$ cat src/rtl/uart_tx_fifo.sv
// Circular byte FIFO feeding uart_tx: buffers producer pushes and issues one
// byte per frame through a start/wait handshake on tx_start, tx_busy and tx_done.
module uart_tx_fifo #(
  parameter  int DATAWIDTH = 8,
  parameter  int DEPTH     = 16,
  localparam int AW        = $clog2(DEPTH)
) (
  input  logic                 clk,
  input  logic                 reset,
  input  logic                 wr_en,
  input  logic [DATAWIDTH-1:0] wr_data,
  output logic                 full,
  output logic                 empty,
  output logic [AW:0]          count,
  output logic                 overflow,
  output logic                 tx_start,
  output logic [DATAWIDTH-1:0] tx_din,
  input  logic                 tx_busy,
  input  logic                 tx_done
);

  typedef enum logic [1:0] {IDLE, START, WAIT} state_t;

  state_t               state_q, state_d;
  logic [AW-1:0]        wr_ptr_q, wr_ptr_d;
  logic [AW-1:0]        rd_ptr_q, rd_ptr_d;
  logic [AW:0]          count_q, count_d;
  logic                 tx_start_q, tx_start_d;
  logic [DATAWIDTH-1:0] tx_din_q, tx_din_d;
  logic                 overflow_q, overflow_d;
  logic [DATAWIDTH-1:0] mem_q [DEPTH];
  logic                 push, pop;

  assign full     = (count_q == (AW+1)'(DEPTH));
  assign empty    = (count_q == '0);
  assign count    = count_q;
  assign overflow = overflow_q;
  assign tx_start = tx_start_q;
  assign tx_din   = tx_din_q;

  // Fullness is judged on the registered count, so a pop in the same cycle
  // never makes room for a push against a full FIFO.
  always_comb begin
    push       = wr_en && !full;
    overflow_d = wr_en && full;
    wr_ptr_d   = push ? wr_ptr_q + AW'(1) : wr_ptr_q;
  end

  always_comb begin
    state_d    = state_q;
    tx_start_d = 1'b0;
    tx_din_d   = tx_din_q;
    rd_ptr_d   = rd_ptr_q;
    pop        = 1'b0;
    case (state_q)
      IDLE: begin
        if (!empty && !tx_busy) begin
          pop        = 1'b1;
          tx_din_d   = mem_q[rd_ptr_q];
          rd_ptr_d   = rd_ptr_q + AW'(1);
          tx_start_d = 1'b1;
          state_d    = START;
        end
      end
      START:   state_d = WAIT;
      WAIT:    if (tx_done) state_d = IDLE;
      default: state_d = IDLE;
    endcase
  end

  always_comb begin
    count_d = count_q;
    if (push && !pop) begin
      count_d = count_q + (AW+1)'(1);
    end else if (pop && !push) begin
      count_d = count_q - (AW+1)'(1);
    end
  end

  always_ff @(posedge clk or posedge reset) begin
    if (reset) begin
      state_q    <= IDLE;
      wr_ptr_q   <= '0;
      rd_ptr_q   <= '0;
      count_q    <= '0;
      tx_start_q <= 1'b0;
      tx_din_q   <= '0;
      overflow_q <= 1'b0;
    end else begin
      state_q    <= state_d;
      wr_ptr_q   <= wr_ptr_d;
      rd_ptr_q   <= rd_ptr_d;
      count_q    <= count_d;
      tx_start_q <= tx_start_d;
      tx_din_q   <= tx_din_d;
      overflow_q <= overflow_d;
    end
  end

  // Storage carries no reset; only entries between the pointers are ever read.
  always_ff @(posedge clk) begin
    if (push) begin
      mem_q[wr_ptr_q] <= wr_data;
    end
  end

endmodule

$ cat config.mk
export PLATFORM = sky130hd
export DESIGN_NAME = uart_tx_fifo
export DESIGN_NICKNAME = d
export VERILOG_FILES = /design/src/rtl/uart_tx_fifo.sv
export SDC_FILE = /design/constraint.sdc
export NUM_CORES = 1
export LEC_CHECK = 0
export BUFFER_PORTS_ARGS = -buffer_cell sky130_fd_sc_hd__buf_2
export CAP_MARGIN = 30
export CORE_UTILIZATION = 55
export DETAILED_ROUTE_END_ITERATION = 7
export GPL_TIMING_DRIVEN = 0
export PLACE_DENSITY = 0.74
export SLEW_MARGIN = 20
export SYNTH_ARGS = -nofsm -noshare
export SYNTH_HDL_FRONTEND = slang
export SYNTH_SLANG_ARGS = --single-unit
$ cat constraint.sdc
create_clock -name clk -period 2.3 [get_ports clk]
set_input_delay 0.345 -clock clk [delete_from_list [all_inputs] [get_ports clk]]
set_output_delay 0.345 -clock clk [all_outputs]
set_load 0.01 [all_outputs]
* Word-level counts from Yosys, hierarchy flattened
Memories as Yosys holds them, arrays and structs flattened. A register that Yosys moved wholly into a read port is not among the register bits.
Cells that the tools add are included.
** Word-level totals
- Bits in writable memories :: 128
- Logic and storage cells :: 40
- Output and inout bits :: 17
- Bits of input ports :: 13
- Bits in registers :: 17
- Memories kept :: 1
** Operators by class
- $add $sub $neg :: 4
- Eq/ne operators :: 5
- Reductions and logical operators :: 15
- Muxes and demuxes :: 9
** Memories
- mem_q :: words 16, width 8, read ports 1, clocked after memory_dff 1, wr ports 1, RTL line 31 : logic [DATAWIDTH-1:0] mem_q [DEPTH];
** Operator list (number)
- $mux 5 :: 2
- $add 4x1->4 const B :: 2
- $pmux 2 s3 :: 1
- $add 5x1->5 const B :: 1
- $eq 5x5->1 const B :: 1
- $logic_and 1x1->1 :: 5
- $logic_not 1->1 :: 5
- $logic_not 5->1 :: 1
- $sub 5x1->5 const B :: 1
- $mux 1 :: 4
- $mux 2 :: 2
- $ne 2x2->1 const B :: 2
- $reduce_and 2->1 :: 2
- $eq 2x1->1 const B :: 1
- $eq 2x2->1 const B :: 1
- $logic_not 2->1 :: 1
- $reduce_bool 2->1 :: 1

* Depth between registers and ports, before layout
Gate-level depths: netlist of run 1.
- Word-level depth :: 8
- Depth in mapped cells :: 11
- Mapped depth without buffers :: 10

* Least setup slack after synthesis of run 1
No wires, ideal clock.
- Kind :: flip-flop to flip-flop
- Start :: reg count_q[1], in the netlist count[1]
- End :: reg count_q[4], in the netlist count[4]
- Clock period less this slack :: 2.636 ns
- Arrival :: 2.556 ns
- Stages on the path, launching flop included :: 12
- Path buffers :: 1
- Setup slack :: -0.336 ns
- Library setup time :: 0.080 ns
- Required time :: 2.220 ns
- Path through :: dfrtp_1 nor4_4 and2_1 nor2b_1 buf_2 ha_1 inv_1 ha_1 a21o_1 a21oi_1 mux2i_1 xnor2_1
** On the way
- Elaborated cells between the ends (all ways) :: 17
- Classes of those cells :: add/sub: 2; eq/ne: 1; mux: 4; reduce/logical: 10
** RTL lines
- start, declared :: RTL line 27 : logic [AW:0] count_q, count_d;
- start signal, assigned :: RTL line 93 : count_q <= count_d;
- $eq 5x5->1 * :: RTL line 34 : assign full = (count_q == (AW+1)'(DEPTH));
- via full :: RTL line 12 : output logic full,
- $logic_not 1->1 * :: RTL line 44 : push = wr_en && !full;
- $logic_and 1x1->1 * :: RTL line 44
- via push :: RTL line 32 : logic push, pop;
- $logic_not 1->1 :: RTL line 75 : end else if (pop && !push) begin
- $logic_and 1x1->1 :: RTL line 75
- $reduce_bool 2->1 (no line)
Mark *: on every way through the listed nets, which the timed path passes. The rest lies on a longest branch. The select of a mux whose other input is x is not followed.
A chain may end at the register's enable or synchronous reset.

* Worst setup path after layout of run 1
- Start :: reg count_q[1], in the netlist count[1]
- End :: reg count_q[4], in the netlist count[4]
** On the way
- Longest elaborated chain between the ends :: 8
- Elaborated cells between the ends (all ways) :: 17
- Classes of those cells :: add/sub: 2; eq/ne: 1; mux: 4; reduce/logical: 10
** RTL lines
- $logic_not 5->1 :: RTL line 35 : assign empty = (count_q == '0);
- $logic_not 1->1 :: RTL line 57 : if (!empty && !tx_busy) begin
- $logic_and 1x1->1 :: RTL line 57
- $mux 1 :: RTL line 57
- $mux 1 :: RTL line 55 : case (state_q)
- $logic_not 1->1 :: RTL line 73 : if (push && !pop) begin
- $logic_and 1x1->1 :: RTL line 73
- $mux 5 or $reduce_bool 2->1 (tied branches)
Several ways; a longest one is shown, not always the timed one. The select of a mux whose other input is x is not followed.

==> reports/results.txt, run 1 <==
Status - completed
Buf+Inv Stages, Crit Path - 3
Hold Vio Cnt, Final - 0
Clk sink count - 153
Post-Route WL - 11,900 um
Setup TNS - 0 ns
Delay-heaviest family, CP - flip-flops
CP cell instances - nor4_4 > buf_4 > a2111oi_4 > inv_2 > ha_4 > inv_4 > ha_4 > a21o_1 > a21oi_2 > mux2i_1 > xnor2_1
Share of post-route cells with drive strength above 1 - 36.5%
Slew headroom - 42.1%
Synth cell types - 37
TritonCTS clock tree - yes
Syn Nets - 343
Post-synthesis adder-cell area fraction - 2.35%
Cts bufs inserted - 17
Max incr delay on CP - 0.43 ns
Slowest-stage cell, CP - dfrtp_2
DP HPWL - 7540 um
Maximum VDD drop - 787 uV
Largest family of logic cells by synthesized area - multiplexers
Mux contribution to synthesized area - 14.4%
Initial DRC Count - 263
Synth-to-layout area growth - 17.3%
Post-synth EDFFs - 128
Full die area - 0.0117 mm^2
Initial Utilization - 56.8%
Critical path class - reg -> reg
Reg2Reg Setup Slack - 0.00003 ns
Worst hold-check path type - in -> reg
Initial antenna violation count - 0
RSZ-0062 raised after global routing - yes
Remaining Overflow, GRT - 0
# DRC - 0
Crit. End Element - register
Power Density - 1270 mW/mm^2
Post-synth top flop - edfxtp_1
FMAX - 435 MHz
Req. time, crit path - 2.75 ns
Register area share after synthesis - 72.3%
First-pass GRT wire length - 18,500 um
# setup viols final - 0
DIE WIDTH - 108 um
Crit path launch type - register
Asr flop ratio synth - 16.3%
CP Data Arrival Time - 2.75 ns
Largest net degree at the start of global routing - 17
DR vias - 3,150
Leakage power - 0.00254 uW
Drt first pass iters - 5
Vias in the first global route - 3,245
Pins over their slew limit - 0
Compound-cell area share of the yosys netlist - 3.46%
RePlAce Congestion - 0.797
Yosys warns - 0
Final setup margin - 0.0000295 ns
Nets - 405
Yosys top cell by area - edfxtp_1
Global Route Usage Sum - 23.1%
Io pins - 30
CP dominant cell by count - ha_4
XOR/XNOR Fraction of Synth Area - 1.42%
Die Ht - 108 um
I/O Buffers - 29
H-tree levels - 4
Clk Tree Root Cell - clkbuf_8
Synth top area share - 62.2%
Synthesized area - 0.00618 mm^2
Tightest Pin Transition - 0.865 ns
Yosys reg bits - 153
Clk slew on worst S/H paths - 0.06 ns
Crit path max fanout - 5
Min Tclk post-route - 2.30 ns
# rows - 38
Core box area - 0.0109 mm^2
# diodes - 0
Antenna Nets Post-Route - 0
WL/cell - 22.2 um
Clock latency at the later pin of the worst-skew pair - 0.54 ns
Place WS - -0.303 ns
Final period utilization - 100%
Synth Area in Simple Gates - 3.44%
Final core occ - 66.6%
Max-Cap Viols - 0
Worst Skew - 0.0141 ns
Top cells by area, synth - edfxtp_1 (62%), dfrtp_1 (10%), mux4_2 (6.9%)
Gate Count Post-Synth - 319
Mean area per synthesized cell - 19.4 um^2
Number of vias per cell - 5.90
Clock tree buffer depth - 2
sequential cells by signal (all words and copies together) (netlist names):
register / cells
tx_din: 8
rd_ptr_q: 4
state_q: 2
overflow: 1
wr_ptr_q: 4
tx_start: 1
mem_q: 128
count: 5
cell type report:
type	count	area [um^2]
clock buffer	17	414
clock inverter	15	114
sequential	153	4470
timing repair buffer	45	275
fill	733	3640
buffer	15	109
inverter	9	36.3
tap	140	175
multi-input combinational	140	1650
final timing paths:
path                                 startpoint  depth (start not counted)                     end
hold / removal                          tx_busy                          2  state_q[0]$_DFFE_PP0P_
setup reg to reg           count[1]$_DFFE_PP0P_                         11    count[4]$_DFFE_PP0P_
hold reg to reg            count[4]$_DFFE_PP0P_                          1    count[4]$_DFFE_PP0P_
setup / recovery           count[1]$_DFFE_PP0P_                         11    count[4]$_DFFE_PP0P_
max in group asynchronous                 reset                          4    count[0]$_DFFE_PP0P_
min in group asynchronous                 reset                          3   tx_din[3]$_DFFE_PP0P_
where the power goes:
group	leakage [uW]	internal (uW)	switching [uW]
Combinational	0.000849	1440	1600
Sequential	0.00145	3470	223
Clock	0.000250	1340	1130
placed cells by master (no fill, tap or decap), types with 2 or more instances in the layout:
| cell type | Yosys | routed |
|---|---|---|
| nor3_4 | 0 | 3 |
| edfxtp_1 | 128 | 128 |
| ha_4 | 0 | 2 |
| nand2_1 | 12 | 12 |
| inv_2 | 0 | 2 |
| clkinvlp_4 | 0 | 4 |
| o21ai_0 | 4 | 4 |
| a21oi_1 | 10 | 9 |
| dfrtp_1 | 25 | 21 |
| clkinv_4 | 0 | 2 |
| nor2_2 | 0 | 11 |
| nand2b_1 | 4 | 4 |
| buf_6 | 4 | 4 |
| nor2_1 | 14 | 3 |
| clkinv_2 | 0 | 2 |
| ha_1 | 10 | 8 |
| buf_4 | 1 | 15 |
| buf_2 | 4 | 32 |
| clkbuf_16 | 0 | 16 |
| buf_1 | 2 | 2 |
| xnor2_1 | 8 | 8 |
| nand4_1 | 2 | 2 |
| inv_6 | 0 | 6 |
| mux4_2 | 19 | 19 |
| dfrtp_2 | 0 | 4 |
| inv_1 | 9 | 6 |
| clkbuf_1 | 2 | 2 |
| mux4_1 | 13 | 13 |
| mux2i_1 | 2 | 2 |
| mux2_2 | 9 | 9 |
| xor2_1 | 2 | 2 |
| o22ai_1 | 16 | 16 |
routing by layer:
layer  track usage, %  share of wire (%)  wire length, um
met5                0                  0                0
met3             6.39                6.8              809
met2             37.6                 51             6080
met1             29.7                 40             4800
met4             8.90                1.4              170
synthesized netlist by cell type (all sizes together) (2+ instances only):
master	instances
inv	9
mux2	9
nor2	14
nand4	2
ha	10
a2111oi	2
edfxtp	128
o21ai	4
buf	11
nand2	12
xor2	2
clkbuf	4
nor3	4
and2	2
dfrtp	25
xnor2	8
mux4	32
nand2b	4
mux2i	2
o22ai	16
a21oi	10
per-stage QoR:
stage	std cells	area, um^2	hold WS (ns)	total power, uW
global placement	488	6530	0.492	6460
global route	534	7250	0.0309	9660
CTS	531	7200	0.0207	9180
finish	534	7250	0.0377	9210
floorplan	319	6210	0.372	5780
detailed placement	489	6560	0.436	6590
cells by family (layout without fill, tap and decap cells):
group | count (synthesis) | count (layout)
adder cells (fa/ha/maj) | 11 | 11
flip-flops | 153 | 153
XOR/XNOR | 10 | 10
multiplexers | 43 | 43
AO/OA/AOI/OAI | 33 | 33
AND/OR/NAND/NOR | 43 | 43
buffers and inverters | 26 | 101
what timing repair did:
| action | CTS | global route |
|---|---|---|
| buffers inserted | 9 | 6 |
| hold buffers | 1 | 0 |
| pin swaps | 4 | 7 |
| endpoints found under the setup margin | 43 | 50 |
| gates resized for setup | 8 | 10 |
| hold endpoints to repair | 12 | 0 |
(Power assumes the default switching activity.)
==> run 2: changes to the inputs <==
ABC_AREA = 1   (was not set)
==> reports/results.txt, run 2 <==
Synth cell types - 24 (-35%)
Synth-to-layout area growth - 17.6%
Worst-case reg-to-reg path depth - 10 (-1)
Remaining Overflow, GRT - 0 (unchanged)
# setup viols final - 0 (unchanged)
Global Route Usage Sum - 27.4% (+4.4 points)
Crit. End Element - register
DR vias - 4,796 (+52%)
Critical path class - reg -> reg
Gate Count Post-Synth - 678 (+110%)
Clk Tree Root Cell - clkbuf_16
TritonCTS clock tree - yes
DIE WIDTH - 113 um (+4.9%)
RePlAce Congestion - 0.878 (+10%)
Pins over their slew limit - 0 (unchanged)
I/O Buffers - 29 (unchanged)
Power Density - 1280 mW/mm^2 (+0.71%)
Top cells by area, synth - edfxtp_1 (56%), nand2_1 (12%), dfrtp_1 (9.2%)
CP Data Arrival Time - 2.55 ns (-0.20 ns)
DP HPWL - 10,800 um (+44%)
Worst hold-check path type - in -> async
Synth top area share - 56.4% (-5.8 points)
Io pins - 30 (unchanged)
Post-Route WL - 16,200 um (+37%)
Nets - 764 (+89%)
Post-synth top flop - edfxtp_1
# rows - 40 (+5.3%)
Max incr delay on CP - 0.42 ns (about the same)
H-tree levels - 4 (unchanged)
Asr flop ratio synth - 16.3% (unchanged)
Clock tree buffer depth - 2 (unchanged)
Crit path launch type - register
Yosys top cell by area - edfxtp_1
Reg2Reg Setup Slack - 0.06 ns (+0.06 ns)
Core box area - 0.0121 mm^2 (+11%)
Critical R2R Launch - count[0]$_DFFE_PP0P_
Drt first pass iters - 7 (+2)
Max-Cap Viols - 0 (unchanged)
Crit path max fanout - 4 (-1)
Status - complete, but fails checks
Post-DP Area - 0.00726 mm^2 (+11%)
Clock latency at the later pin of the worst-skew pair - 0.44 ns (-0.10 ns)
Top reg by flops - mem_q
First-pass GRT wire length - 25,000 um (+36%)
Worst Skew - 0.0139 ns (-0.000143 ns)
# DRC - 0 (unchanged)
Initial Utilization - 56.5% (-0.27 points)
Place WS - -0.288 ns (+0.0158 ns)
Max FFs per register - 128 (unchanged)
# diodes - 0 (unchanged)
Synth cell count leaders - nand2_1 (226), edfxtp_1 (128), inv_1 (116)
Most frequent cells in the layout - nand2_1 (222), edfxtp_1 (128), inv_1 (114), nand3_1 (99), buf_2 (50)
Largest net degree at the start of global routing - 26 (+9)
Die Ht - 113 um (+4.9%)
Req. time, crit path - 2.61 ns (-0.14 ns)
Maximum VDD drop - 697 uV (-11%)
Final core occ - 66.5% (-0.14 points)
Clk slew on worst S/H paths - 0.06 ns (about the same)
Full die area - 0.0128 mm^2 (+10%)
Tightest Pin Transition - 0.798 ns (-0.0668 ns)
Final setup margin - 0.0615 ns (+0.0615 ns)
Syn Nets - 702 (+100%)
FMAX - 447 MHz (+2.7%)
Setup TNS - 0 ns (unchanged)
Failing checks - hold timing
Yosys warns - 0 (unchanged)
Commonest non-fill, non-tap cell in the layout - nand2_1
Post-synth EDFFs - 128 (unchanged)
Initial antenna violation count - 0 (unchanged)
Min Tclk post-route - 2.24 ns (-0.0615 ns)
Clk sink count - 153 (unchanged)
Count leader, synth - nand2_1
Slew headroom - 46.5% (+4.4 points)
Initial DRC Count - 428 (+63%)
Final period utilization - 97.3% (-2.7 points)
Leakage power - 0.00360 uW (+42%)
Worst hold slack - -0.0355 ns (-0.0732 ns)
Antenna Nets Post-Route - 0 (unchanged)
Vias in the first global route - 4,537 (+40%)
Synthesized area - 0.00681 mm^2 (+10%)
Yosys reg bits - 153 (unchanged)
Number of vias per cell - 5.21 (-12%)
Share of post-route cells with drive strength above 1 - 16.6% (-20 points)
WL/cell - 17.6 um (-21%)
Slowest-stage cell, CP - dfrtp_2
Cts bufs inserted - 17 (unchanged)
Register area share after synthesis - 65.6% (-6.7 points)
End of the worst register-to-register path - count[4]$_DFFE_PP0P_
CP cell instances - nor4_4 > nand2_2 > nand2_4 > inv_4 > ha_4 > fa_1 > o21ai_2 > a21oi_2 > o211ai_1 > nand2_1
Mean area per synthesized cell - 10.1 um^2 (-48%)
Hold Vio Cnt, Final - 14 (+14)
Final instance area - 0.00802 mm^2 (+11%)
run 2: what timing repair did:
action	CTS	global route
gates resized for setup	11	9
hold buffers	0	0
buffers inserted	4	3
endpoints found under the setup margin	2	2
gates cloned	0	0
pin swaps	4	9
run 2: cells by family (layout without fill, tap and decap cells):
logic type / after synthesis / after routing / synth area share (%)
fa+ha+maj: 11 / 11 / 2.13
compound gates: 13 / 13 / 1.03
flops: 153 / 153 / 65.6
simple gates: 345 / 345 / 21.3
buf+inv: 149 / 224 / 9.05
xor+xnor: 7 / 7 / 0.900
run 2: per-stage QoR:
step | instances | power [uW]
final | 921 | 10200
after global routing | 921 | 10800
after CTS | 916 | 10100
after floorplan | 678 | 5900
after detailed placement | 880 | 7060
after global placement | 875 | 6910
run 2: layout make-up:
| cell class | count | area (um^2) |
|---|---|---|
| multi-input cells | 376 | 1840 |
| inverters | 119 | 454 |
| repair buffers | 44 | 249 |
| plain buffers | 29 | 163 |
| well taps | 168 | 210 |
| clock inverters | 13 | 191 |
| fillers | 903 | 4050 |
| flip-flops and latches | 153 | 4470 |
| clock buffers | 19 | 433 |
run 2: critical path: cells and delay by family, from the launching register on:
| kind | cells | cell delay, ns |
|---|---|---|
| AO/OA/AOI/OAI | 3 | 0.39 |
| adder cells (fa/ha/maj) | 2 | 0.58 |
| buffers and inverters | 1 | 0.05 |
| flip-flops | 1 | 0.42 |
| AND/OR/NAND/NOR | 4 | 0.68 |
run 2: how the worst max path moves through the flow:
stage | startpoint | to | slack (ns) | depth (start not counted)
after floorplan | count[2]$_DFFE_PP0P_ | count[4]$_DFFE_PP0P_ | 0.001 | 13
after global placement | count[2]$_DFFE_PP0P_ | count[4]$_DFFE_PP0P_ | -0.22 | 13
after detailed placement | count[2]$_DFFE_PP0P_ | count[4]$_DFFE_PP0P_ | -0.29 | 13
after CTS | count[1]$_DFFE_PP0P_ | count[4]$_DFFE_PP0P_ | 0.01 | 13
after global routing | count[0]$_DFFE_PP0P_ | count[4]$_DFFE_PP0P_ | -0.05 | 13
final | count[0]$_DFFE_PP0P_ | count[4]$_DFFE_PP0P_ | 0.06 | 10
run 2: per-layer routing:
| layer | share of wire [%] | global-route usage [%] | vias to the layer above |
|---|---|---|---|
| li1 | - | - | 2306 |
| met1 | 42 | 37.4 | 2266 |
| met2 | 48 | 41.8 | 200 |
| met3 | 8.7 | 7.93 | 24 |
| met4 | 1.9 | 10.8 | 0 |
| met5 | 0 | 0 | - |
run 2: power breakdown:
part	internal (uW)	leakage (uW)	switching, uW
clock network	1830	0.000297	1150
registers	3420	0.00147	231
logic	1210	0.00184	2410
total	6450	0.00360	3800
